<file path="config.mk">
export PLATFORM = sky130hd
export DESIGN_NAME = srt_quotient_converter
export DESIGN_NICKNAME = d
export VERILOG_FILES = /design/src/rtl/srt_pkg.sv /design/src/rtl/srt_otf_step.sv /design/src/rtl/srt_quotient_converter.sv
export SDC_FILE = /design/constraint.sdc
export NUM_CORES = 1
export LEC_CHECK = 0
export CAP_MARGIN = 25
export CORE_ASPECT_RATIO = 0.8
export CORE_UTILIZATION = 40
export CTS_CLUSTER_SIZE = 30
export DETAILED_ROUTE_END_ITERATION = 10
export PLACE_DENSITY = 0.66
export SYNTH_ARGS = -nofsm -noshare
export SYNTH_HDL_FRONTEND = slang
export SYNTH_SLANG_ARGS = --single-unit
export TNS_END_PERCENT = 20
</file>
<file path="constraint.sdc">
create_clock -name clk -period 1.7 [get_ports clk]
set_clock_uncertainty 0.05 [all_clocks]
set_input_delay 0.255 -clock clk [delete_from_list [all_inputs] [get_ports clk]]
set_output_delay 0.255 -clock clk [all_outputs]
set_load 0.05 [all_outputs]
</file>
<file path="src/rtl/srt_pkg.sv">
// Shared parameters and types for the SRT radix-4 quotient converter.
package srt_pkg;

  localparam int unsigned WIDTH   = 26;
  localparam int unsigned NDIGITS = 13;
  localparam int unsigned CNT_W   = 4;

  typedef logic signed [2:0] digit_t;

  typedef enum logic [1:0] {
    S_IDLE  = 2'd0,
    S_ACCUM = 2'd1,
    S_DONE  = 2'd2
  } state_t;

endpackage

</file>
<file path="src/rtl/srt_otf_step.sv">
// One on-the-fly conversion step: folds a radix-4 digit into the Q/QM pair (QM == Q - 1 ulp).
module srt_otf_step
  import srt_pkg::*;
(
  input  logic [WIDTH-1:0] i_q,
  input  logic [WIDTH-1:0] i_qm,
  input  digit_t           i_digit,
  output logic [WIDTH-1:0] o_q_next,
  output logic [WIDTH-1:0] o_qm_next
);

  logic       w_nonneg;
  logic       w_pos;
  logic [1:0] w_q_lo;
  logic [1:0] w_qm_lo;

  // d and 4+d share their low two bits; d-1 and 3+d likewise, so one pair serves both branches.
  assign w_nonneg = ~i_digit[2];
  assign w_pos    = w_nonneg & (i_digit[1:0] != 2'd0);
  assign w_q_lo   = i_digit[1:0];
  assign w_qm_lo  = i_digit[1:0] - 2'd1;

  assign o_q_next  = w_nonneg ? {i_q[WIDTH-3:0], w_q_lo}  : {i_qm[WIDTH-3:0], w_q_lo};
  assign o_qm_next = w_pos    ? {i_q[WIDTH-3:0], w_qm_lo} : {i_qm[WIDTH-3:0], w_qm_lo};

endmodule

</file>
<file path="src/rtl/srt_quotient_converter.sv">
// Accumulates 13 radix-4 SRT quotient digits into a 26-bit binary quotient with a valid/ready output.
module srt_quotient_converter
  import srt_pkg::*;
(
  input  logic             clk,
  input  logic             rst_n,
  input  logic             start,
  input  logic             digit_valid,
  input  logic [2:0]       digit,
  input  logic             rem_neg,
  output logic             digit_ready,
  output logic [WIDTH-1:0] quotient,
  output logic             q_valid,
  input  logic             q_ready,
  output logic             digit_err
);

  state_t           r_state;
  state_t           w_state_next;
  logic [WIDTH-1:0] r_q;
  logic [WIDTH-1:0] r_qm;
  logic [CNT_W-1:0] r_count;
  logic             r_digit_ready;
  logic [WIDTH-1:0] r_quotient;
  logic             r_q_valid;
  logic             r_digit_err;

  logic             w_illegal;
  digit_t           w_digit_eff;
  logic             w_accept;
  logic             w_last;
  logic             w_load;
  logic [WIDTH-1:0] w_q_next;
  logic [WIDTH-1:0] w_qm_next;

  // The unused encoding -4 is absorbed as a zero digit and flagged.
  assign w_illegal   = (digit == 3'b100);
  assign w_digit_eff = w_illegal ? digit_t'(3'b000) : digit_t'(digit);

  srt_otf_step u_otf_step (
    .i_q       (r_q),
    .i_qm      (r_qm),
    .i_digit   (w_digit_eff),
    .o_q_next  (w_q_next),
    .o_qm_next (w_qm_next)
  );

  always_ff @(posedge clk or negedge rst_n) begin
    if (!rst_n) r_state <= S_IDLE;
    else        r_state <= w_state_next;
  end

  always_comb begin
    w_state_next = r_state;
    w_accept     = 1'b0;
    w_last       = 1'b0;
    w_load       = 1'b0;
    case (r_state)
      S_IDLE: begin
        if (start) begin
          w_load       = 1'b1;
          w_state_next = S_ACCUM;
        end
      end
      S_ACCUM: begin
        w_accept = digit_valid;
        w_last   = digit_valid && (r_count == CNT_W'(NDIGITS - 1));
        if (w_last) w_state_next = S_DONE;
      end
      S_DONE: begin
        if (q_ready) w_state_next = S_IDLE;
      end
      default: w_state_next = S_IDLE;
    endcase
  end

  // Datapath and registered outputs.
  always_ff @(posedge clk or negedge rst_n) begin
    if (!rst_n) begin
      r_q           <= '0;
      r_qm          <= '0;
      r_count       <= '0;
      r_quotient    <= '0;
      r_q_valid     <= 1'b0;
      r_digit_ready <= 1'b0;
      r_digit_err   <= 1'b0;
    end else begin
      r_q_valid     <= (w_state_next == S_DONE);
      r_digit_ready <= (w_state_next == S_ACCUM);
      if (w_load) begin
        r_q         <= '0;
        r_qm        <= '1;
        r_count     <= '0;
        r_digit_err <= 1'b0;
      end else if (w_accept) begin
        r_q         <= w_q_next;
        r_qm        <= w_qm_next;
        r_count     <= r_count + CNT_W'(1);
        r_digit_err <= r_digit_err | w_illegal;
        if (w_last) r_quotient <= rem_neg ? w_qm_next : w_q_next;
      end
    end
  end

  assign digit_ready = r_digit_ready;
  assign quotient    = r_quotient;
  assign q_valid     = r_q_valid;
  assign digit_err   = r_digit_err;

endmodule

</file>
# Word-level counts from Yosys, hierarchy flattened
# Index checks and enable logic that the tools add are counted.
[totals] register_bits=83 out_inout_bits=29
[op_classes] n_addsub=2 bitwise_logic=4 n_mux=20 reduce_logical=5 n_eq_ne=6
[op_table] op="2-to-1 mux 24 bit" n=4
[op_table] op="2-to-1 mux 26 bit" n=3
[op_table] op="2-to-1 mux 4 bit" n=2
[op_table] op="2-to-1 mux 1 bit" n=6
[op_table] op="2-to-1 mux 2 bit" n=3
[op_table] op="case mux 2 bit (3 select lines)" n=1
[op_table] op="adder 4 x 1 -> 4 bit, second input constant" n=1
[op_table] op="== test 2 x 1 -> 1 bit, second input constant" n=2
[op_table] op="== test 2 bit, second input constant" n=2
[op_table] op="== test 4 bit, second input constant" n=1
[op_table] op="nonzero test 2 bit" n=2
[op_table] op="== test 3 bit, second input constant" n=1
[op_table] op="2-to-1 mux 3 bit" n=1
[op_table] op="AND reduction 3 bit" n=1
[op_table] op="logical NOT 2 bit" n=1
[op_table] op="NOT 1 bit" n=2
[op_table] op="subtractor 2 x 1 -> 2 bit, second input constant" n=1
[op_table] op="AND 1 bit" n=1
[op_table] op="logical AND 1 bit" n=1
[op_table] op="OR 1 bit" n=1

# Depth between registers and ports, before layout
# Gate-level depths: netlist of run 1.
[depth] depth_word=7 depth_mapped=7 mapped_depth_nobuf=5

# Modules after synthesis
# From an unflattened synthesis of run 1, not the netlist that was laid out.
[hier_totals] hier_cells=302 hier_area_um2=4394.2
[modules_own_cells] module="srt_quotient_converter" area_each_um2=3653.5 seq_area_each_um2=2177.1 cells_each=242 instances=1
[modules_own_cells] module="srt_otf_step" area_each_um2=740.7 seq_area_each_um2=0.0 cells_each=60 instances=1

# Least setup slack after synthesis of run 1
# Ideal clock, no wire load.
[synth_path] kind="input to register" start="in digit[0]" end="reg r_quotient[15] (netlist: quotient[15])" setup_slack_ps=-264 n_path_buf=1 t_arrival_ps=1789 cell_stages=6 path_cell_list="inv_1 -> ha_1 -> mux2i_1 -> buf_2 -> mux2_2 -> mux2_2"
[synth_via] elab_chain_len=6
[synth_lines] item="start: declaration" line="srt_quotient_converter.sv:9" source="input logic [2:0] digit,"
[synth_lines] item="== test 3 bit" line="srt_quotient_converter.sv:37" source="assign w_illegal = (digit == 3'b100);"
[synth_lines] item="2-to-1 mux 3 bit (*)" line="srt_quotient_converter.sv:38" source="assign w_digit_eff = w_illegal ? digit_t'(3'b000) : digit_t'(digit);"
[synth_lines] item="nonzero test 2 bit / NOT 1 bit (equally long branches)" line="srt_otf_step.sv:19, srt_otf_step.sv:18"
[synth_lines] item="AND 1 bit" line="srt_otf_step.sv:19" source="assign w_pos = w_nonneg & (i_digit[1:0] != 2'd0);"
[synth_lines] item="2-to-1 mux 26 bit" line="srt_otf_step.sv:24" source="assign o_qm_next = w_pos ? {i_q[WIDTH-3:0], w_qm_lo} : {i_qm[WIDTH-3:0], w_qm_lo};"
[synth_lines] item="2-to-1 mux 26 bit (*)" line="srt_quotient_converter.sv:100" source="if (w_last) r_quotient <= rem_neg ? w_qm_next : w_q_next;"
[synth_lines] item="end signal: assignment" line="srt_quotient_converter.sv:100"
[synth_lines] item="end: declaration" line="srt_quotient_converter.sv:24" source="logic [WIDTH-1:0] r_quotient;"
# Every way passes the cells marked *; elsewhere a longest branch is shown, timed or not.
# A chain may end at the register's enable or synchronous reset.

# Worst setup path after layout of run 1
[layout_path] start="reg r_count[0]" end="reg r_quotient[3] (netlist: quotient[3])"
[layout_via] elab_chain_len=4
[layout_lines] item="start: declaration" line="srt_quotient_converter.sv:22" source="logic [CNT_W-1:0] r_count;"
[layout_lines] item="start signal: assignment" line="srt_quotient_converter.sv:98" source="r_count <= r_count + CNT_W'(1);"
[layout_lines] item="== test 4 bit" line="srt_quotient_converter.sv:67" source="w_last = digit_valid && (r_count == CNT_W'(NDIGITS - 1));"
[layout_lines] item="logical AND 1 bit" line="srt_quotient_converter.sv:67"
[layout_lines] item="2-to-1 mux 1 bit" line="srt_quotient_converter.sv:58" source="case (r_state)"
[layout_lines] item="AND reduction 3 bit (no source line)"
# No other way between the ends.

==> results of run 1 <==
[report_power, final]
group	internal [mW]	total, mW	switching [mW]
combinational	1.88	3.88	2.00
sequential	2.83	3.62	0.790
clock	1.13	1.87	0.741
[area by class of cell]
type | count | share of cell area
sequential | 83 | 0.406
multi-input combinational | 181 | 0.351
timing repair buffer | 78 | 0.156
clock buffer | 12 | 0.0462
tap | 115 | 0.0281
clock inverter | 3 | 0.00782
inverter | 7 | 0.00513
[per-layer routing]
layer,global-route usage,part of all wire,up-vias,wire [um]
met5,0,0,-,0
met4,0.0467,0.011,0,102
met3,0.0499,0.037,11,340
met2,0.288,0.45,53,4110
met1,0.267,0.50,1386,4550
li1,-,-,1230,-
[flip-flops by register name (all words and copies together) (netlist names)]
signal       count
quotient        26
r_count          4
r_state          2
r_qm            24
r_q             24
q_valid          1
digit_ready      1
digit_err        1
[Yosys cell counts (all sizes together)]
cell     count  area (um^2)
a31oi        2         12.5
inv          7         26.3
a21boi       1         7.51
a32o         2         20.0
mux2        49          552
nand3        1         5.00
nand2b       1         6.26
nor2         5         18.8
ha           3         37.5
nor3         1         5.00
nand3b       1         7.51
buf         13         67.6
or4          1         7.51
or3          1         6.26
clkbuf       8         30.0
o211ai       1         7.51
nand4        1         6.26
or3b         1         8.76
nor3b        2         15.0
xnor2        1         8.76
a2bb2oi     23          201
a21oi        1         5.00
a21o         2         15.0
o2bb2ai     22          193
o21ai        4         20.0
nand2        6         22.5
nor2b        1         6.26
mux2i       47          470
dfrtp       83         2080
and3b        1         8.76
[worst paths after layout]
kind | endpoint
worst min-delay path | r_q[22]$_DFFE_PN0P_
worst min register to register | r_q[22]$_DFFE_PN0P_
min in group clk | r_qm[0]$_DFFE_PN0P_
max in group asynchronous | r_q[0]$_DFFE_PN0P_
worst max-delay path | quotient[3]$_DFFE_PN0P_
worst max register to register | quotient[3]$_DFFE_PN0P_
[cells in the final DEF, fill, tap and decap left out, types with 3 or more instances in the layout]
| cell type | instances |
|---|---|
| a2bb2oi_1 | 23 |
| buf_12 | 10 |
| buf_16 | 3 |
| buf_4 | 54 |
| buf_6 | 3 |
| clkbuf_1 | 3 |
| clkbuf_16 | 9 |
| clkdlybuf4s50_1 | 5 |
| dfrtp_1 | 83 |
| inv_1 | 3 |
| inv_2 | 4 |
| mux2_2 | 29 |
| mux2_4 | 20 |
| mux2i_1 | 46 |
| nand2_1 | 6 |
| nor2_1 | 4 |
| o21ai_0 | 4 |
| o2bb2ai_1 | 22 |
[logic make-up (layout without fill, tap and decap cells)]
kind of cell             Yosys count  after routing
buffers and inverters             28            100
AND/OR/NAND/NOR                   23             23
multiplexers                      96             96
XOR/XNOR                           1              1
adder cells (fa/ha/maj)            3              3
AO/OA/AOI/OAI                     58             58
flip-flops                        83             83
[repair_timing]
item                                    in CTS  in global routing
gates cloned                                 3                  0
resized for setup                           16                 20
endpoints found under the hold margin       23                  0
hold buffers                                 1                  0
pin swaps                                    1                  3
endpoints found under the setup margin      25                 27
buffers inserted                             6                  6
==> flow_summary.yaml, run 1 <==
clock_tree:
  clkTransAtPathRegs_ns: 0.06
  cts_root_buffer: "clkbuf_16"
  cts.path.max_buffers: 2
  cts_tree: "yes"
  clock_latency_ns: 0.34
  cts_sinks: 83
  numCtsBuffers: 9
  h-tree-depth: 3
grt:
  antenna_found_initial: 0
  grt_max_degree: 47
  grt_pass1_vias: 2774
  grt_first_pass_wirelength_um: 14800
  grt_usage: 0.189
  globalRouteOverflowTotal: 0
synthesis:
  synth_top_family_by_area: "multiplexers"
  synthAdderAreaFrac: 0.00969
  netlist_area_um2: 3870
  synthCells: 292
  synth-simple-area-share: 0.0320
  ys_seq_elements: 83
  syn_nets: 304
  synth_cell_types: 31
  synth_compound_area_frac: 0.124
  yosysSeqAreaShare: 0.536
  yosysWarnings: 0
  synth_xor_area_frac: 0.00226
  avgSynthCellArea_um2: 13.3
  synth_mux_area_frac: 0.264
routing:
  detailedRoute.firstPassIterationCount: 7
  drt_iter0_markers: 121
  drc_errors: 4
  ant_nets: 0
  vias: 2680
  viasPerCell: 5.59
  avgRoutedWirePerCell_um: 19.0
  wl_um: 9100
min_path:
  hold_path.class: "input port to async pin"
floorplan:
  start_util: 0.420
  dieHeight_um: 90.0
  core_um2: 9230
  io_pins: 38
  dieArea_um2: 10100
  dieWidth_um: 112
  fp-row-count: 31
setup_path:
  startpoint: "r_count[0]$_DFFE_PN0P_"
  slowest_delay_ns: 0.39
  ff2ff_setup_slack_ns: -0.10
  crit_type: "flop to flop"
  cp-start-kind: "flop"
  crit_family: "simple AND/OR/NAND/NOR gates"
  r2r_start: "r_count[0]$_DFFE_PN0P_"
  cp_num_buf_inv: 3
  rr_worst_depth: 7
  cp_cell_sequence: "inv_2 > ha_4 > nand4_1 > nor3b_2 > buf_6 > buf_12 > mux2_4"
  cp_slowest_cell: "dfrtp_1"
  cp_max_fo: 7
  critical_path_required_ns: 1.86
  arrival_ns: 1.97
  endpoint_kind: "flop"
  crit_cells: 7
layout:
  final_area_um2: 5120
  fin_util: 0.554
  fin_nets: 372
  layoutNonFillerInstCount: 479
  regArea_um2: 2080
  area_delta_synth_final_pct: 32.1
  antenna_cells: 0
  n_fill_cell: 782
  multi_input_comb_area_um2: 1790
  drive_gt1_frac: 0.385
power:
  ir_drop_mv: 1.12
  finalPower_mw: 9.36
  p_leak_nw: 2.39
  p_per_area_nw_per_um2: 1830
place:
  placed_cell_area_um2: 4510
  placed_cells: 449
  dp_hpwl_um: 5140
  routabilityCongestion: 0.783
  place_ws_ns: -0.490
  numPortBuffers: 37
sta:
  final_max_slew_viol_count: 0
  setup_tns_ns: -2.09
  finalCriticalPeriod_ns: 1.80
  finalWorstSetupSlack_ns: -0.101
  setup_viol: 26
  hold_viol: 0
  worst_pin_slew_ns: 0.346
  fmax_mhz: 555
  min_period_over_period: 1.06
  relSlewSlack: 0.769
  rsz0062_at_grt: "true"
  whs_ns: 0.318
run:
  drv_cap: 0
status:
  violations: "DRC, setup timing"
  status: "finished, violations left"
(Power assumes the default switching activity.)
==> run 2: changes to the inputs <==
--- a/config.mk
+++ b/config.mk
@@ -11,6 +11,7 @@
 export CTS_CLUSTER_SIZE = 30
 export DETAILED_ROUTE_END_ITERATION = 10
 export PLACE_DENSITY = 0.66
+export SKIP_CTS_REPAIR_TIMING = 1
 export SYNTH_ARGS = -nofsm -noshare
 export SYNTH_HDL_FRONTEND = slang
 export SYNTH_SLANG_ARGS = --single-unit
==> flow_summary.yaml, run 2 (synthesis results as in run 1) <==
status:
  status: "finished, violations left"
  violations: "DRC, setup timing"
clock_tree:
  clkTransAtPathRegs_ns: 0.06
  h-tree-depth: 3
  clock_latency_ns: 0.33
  numCtsBuffers: 9
  cts_tree: "yes"
  cts_root_buffer: "clkbuf_16"
  cts_sinks: 83
  cts.path.max_buffers: 2
floorplan:
  dieWidth_um: 112
  start_util: 0.420
  io_pins: 38
  dieArea_um2: 10100
  dieHeight_um: 90.0
  fp-row-count: 31
  core_um2: 9230
sta:
  finalCriticalPeriod_ns: 1.82
  min_period_over_period: 1.07
  worst_pin_slew_ns: 0.352
  setup_viol: 26
  fmax_mhz: 549
  hold_viol: 0
  final_max_slew_viol_count: 0
  rsz0062_at_grt: "true"
  finalWorstSetupSlack_ns: -0.121
  relSlewSlack: 0.766
power:
  p_int_mw: 5.76
  ir_drop_mv: 1.15
  p_per_area_nw_per_um2: 1850
  combPwrFrac: 0.409
  p_clk_frac: 0.201
  p_leak_nw: 2.34
  p_sw_frac: 0.377
  finalPower_mw: 9.25
  p_seq_frac: 0.389
  p_sw_mw: 3.48
setup_path:
  cp_max_fo: 6
  crit_type: "flop to flop"
  ff2ff_setup_slack_ns: -0.12
  cp_cell_sequence: "inv_2 > ha_4 > nand4_1 > nor3b_2 > buf_6 > buf_8 > mux2_4"
  crit_family: "simple AND/OR/NAND/NOR gates"
  cp_num_buf_inv: 3
  cp_slowest_cell: "dfrtp_1"
  arrival_ns: 1.98
  cp-start-kind: "flop"
  slowest_delay_ns: 0.39
  critical_path_required_ns: 1.86
  endpoint_kind: "flop"
routing:
  viasPerCell: 5.56
  vias: 2639
  drt_iter0_markers: 108
  drc_errors: 4
  wl_um: 8840
  ant_nets: 0
  avgRoutedWirePerCell_um: 18.6
  detailedRoute.firstPassIterationCount: 7
layout:
  fin_nets: 368
  layoutNonFillerInstCount: 475
  drive_gt1_frac: 0.378
  largest_reg_flops: 26
  layout_commonest_cell: "dfrtp_1"
  area_delta_synth_final_pct: 29.4
  antenna_cells: 0
  layout_common_cells: "83 x dfrtp_1, 53 x buf_4, 46 x mux2i_1"
grt:
  grt_pass1_vias: 2697
  globalRouteOverflowTotal: 0
  grt_max_degree: 47
  grt_first_pass_wirelength_um: 14000
  grt_usage: 0.176
  antenna_found_initial: 0
run:
  drv_cap: 0
place:
  dp_hpwl_um: 5140
  place_ws_ns: -0.490
  placed_cells: 449
  routabilityCongestion: 0.783
  numPortBuffers: 37
min_path:
  hold_path.class: "input port to flop"
run 2: changes by cell type in the layout (fill, tap and decap cells not counted), sizes merged:
cell / before / now
clkdlybuf4s15: 1 / 0
dlymetal6s2s: 0 / 2
buf: 70 / 64
dlygate4sd2: 1 / 0
clkbuf: 12 / 14
run 2: path summary, 6_finish.rpt:
check                                            start                       end  depth (start not counted)
worst min register to register     r_q[22]$_DFFE_PN0P_       r_q[22]$_DFFE_PN0P_                          1
min in group asynchronous                        rst_n       r_q[22]$_DFFE_PN0P_                          2
worst min-delay path                          digit[0]       r_qm[0]$_DFFE_PN0P_                          3
worst max register to register  r_count[0]$_DFFE_PN0P_  quotient[25]$_DFFE_PN0P_                          7
worst max-delay path            r_count[0]$_DFFE_PN0P_  quotient[25]$_DFFE_PN0P_                          7
max in group asynchronous                        rst_n   quotient[2]$_DFFE_PN0P_                          3
run 2: final cells by class:
cell class / instances / area, um^2
Clock buffer: 12 / 236
Clock inverter: 3 / 40.0
Fill cell: 786 / 4220
Inverter: 7 / 26.3
Multi-Input combinational cell: 181 / 1770
Sequential cell: 83 / 2080
Tap cell: 115 / 144
Timing Repair Buffer: 74 / 717
run 2: routing by layer:
metal,global-route usage,wire length [um],vias to the layer above
met5,0,0,-
met4,0.0444,92,0
met3,0.0472,358,10
met2,0.268,4010,56
met1,0.249,4380,1355
li1,-,-,1218
run 2: worst min-delay path: stages:
cell	delay, ns
dlymetal6s2s_1	0.13
buf_4	0.14
a31oi_1	0.06
run 2: power by group through the flow:
stage          registers (mW)  clock network [mW]  logic (mW)
2_1_floorplan            4.28                   0        1.74
4_1_cts                  3.59                1.90        3.61
5_1_grt                  3.73                2.00        4.05
3_3_place_gp             3.57                   0        3.53
3_5_place_dp             3.61                   0        3.59
6_report                 3.60                1.86        3.79
run 2: per-stage QoR:
| stage | setup TNS (ns) | hold slack [ns] | area [um^2] | utilization |
|---|---|---|---|---|
| after global placement | -20.13 | 0.143 | 4510 | 0.488 |
| after global routing | -4.70 | 0.261 | 5010 | 0.543 |
| final | -2.44 | 0.249 | 5010 | 0.543 |
| after CTS | -3.04 | -0.213 | 4780 | 0.518 |
| after floorplan | 0 | -0.0906 | 3930 | - |
| after detailed placement | -22.40 | 0.144 | 4510 | 0.488 |
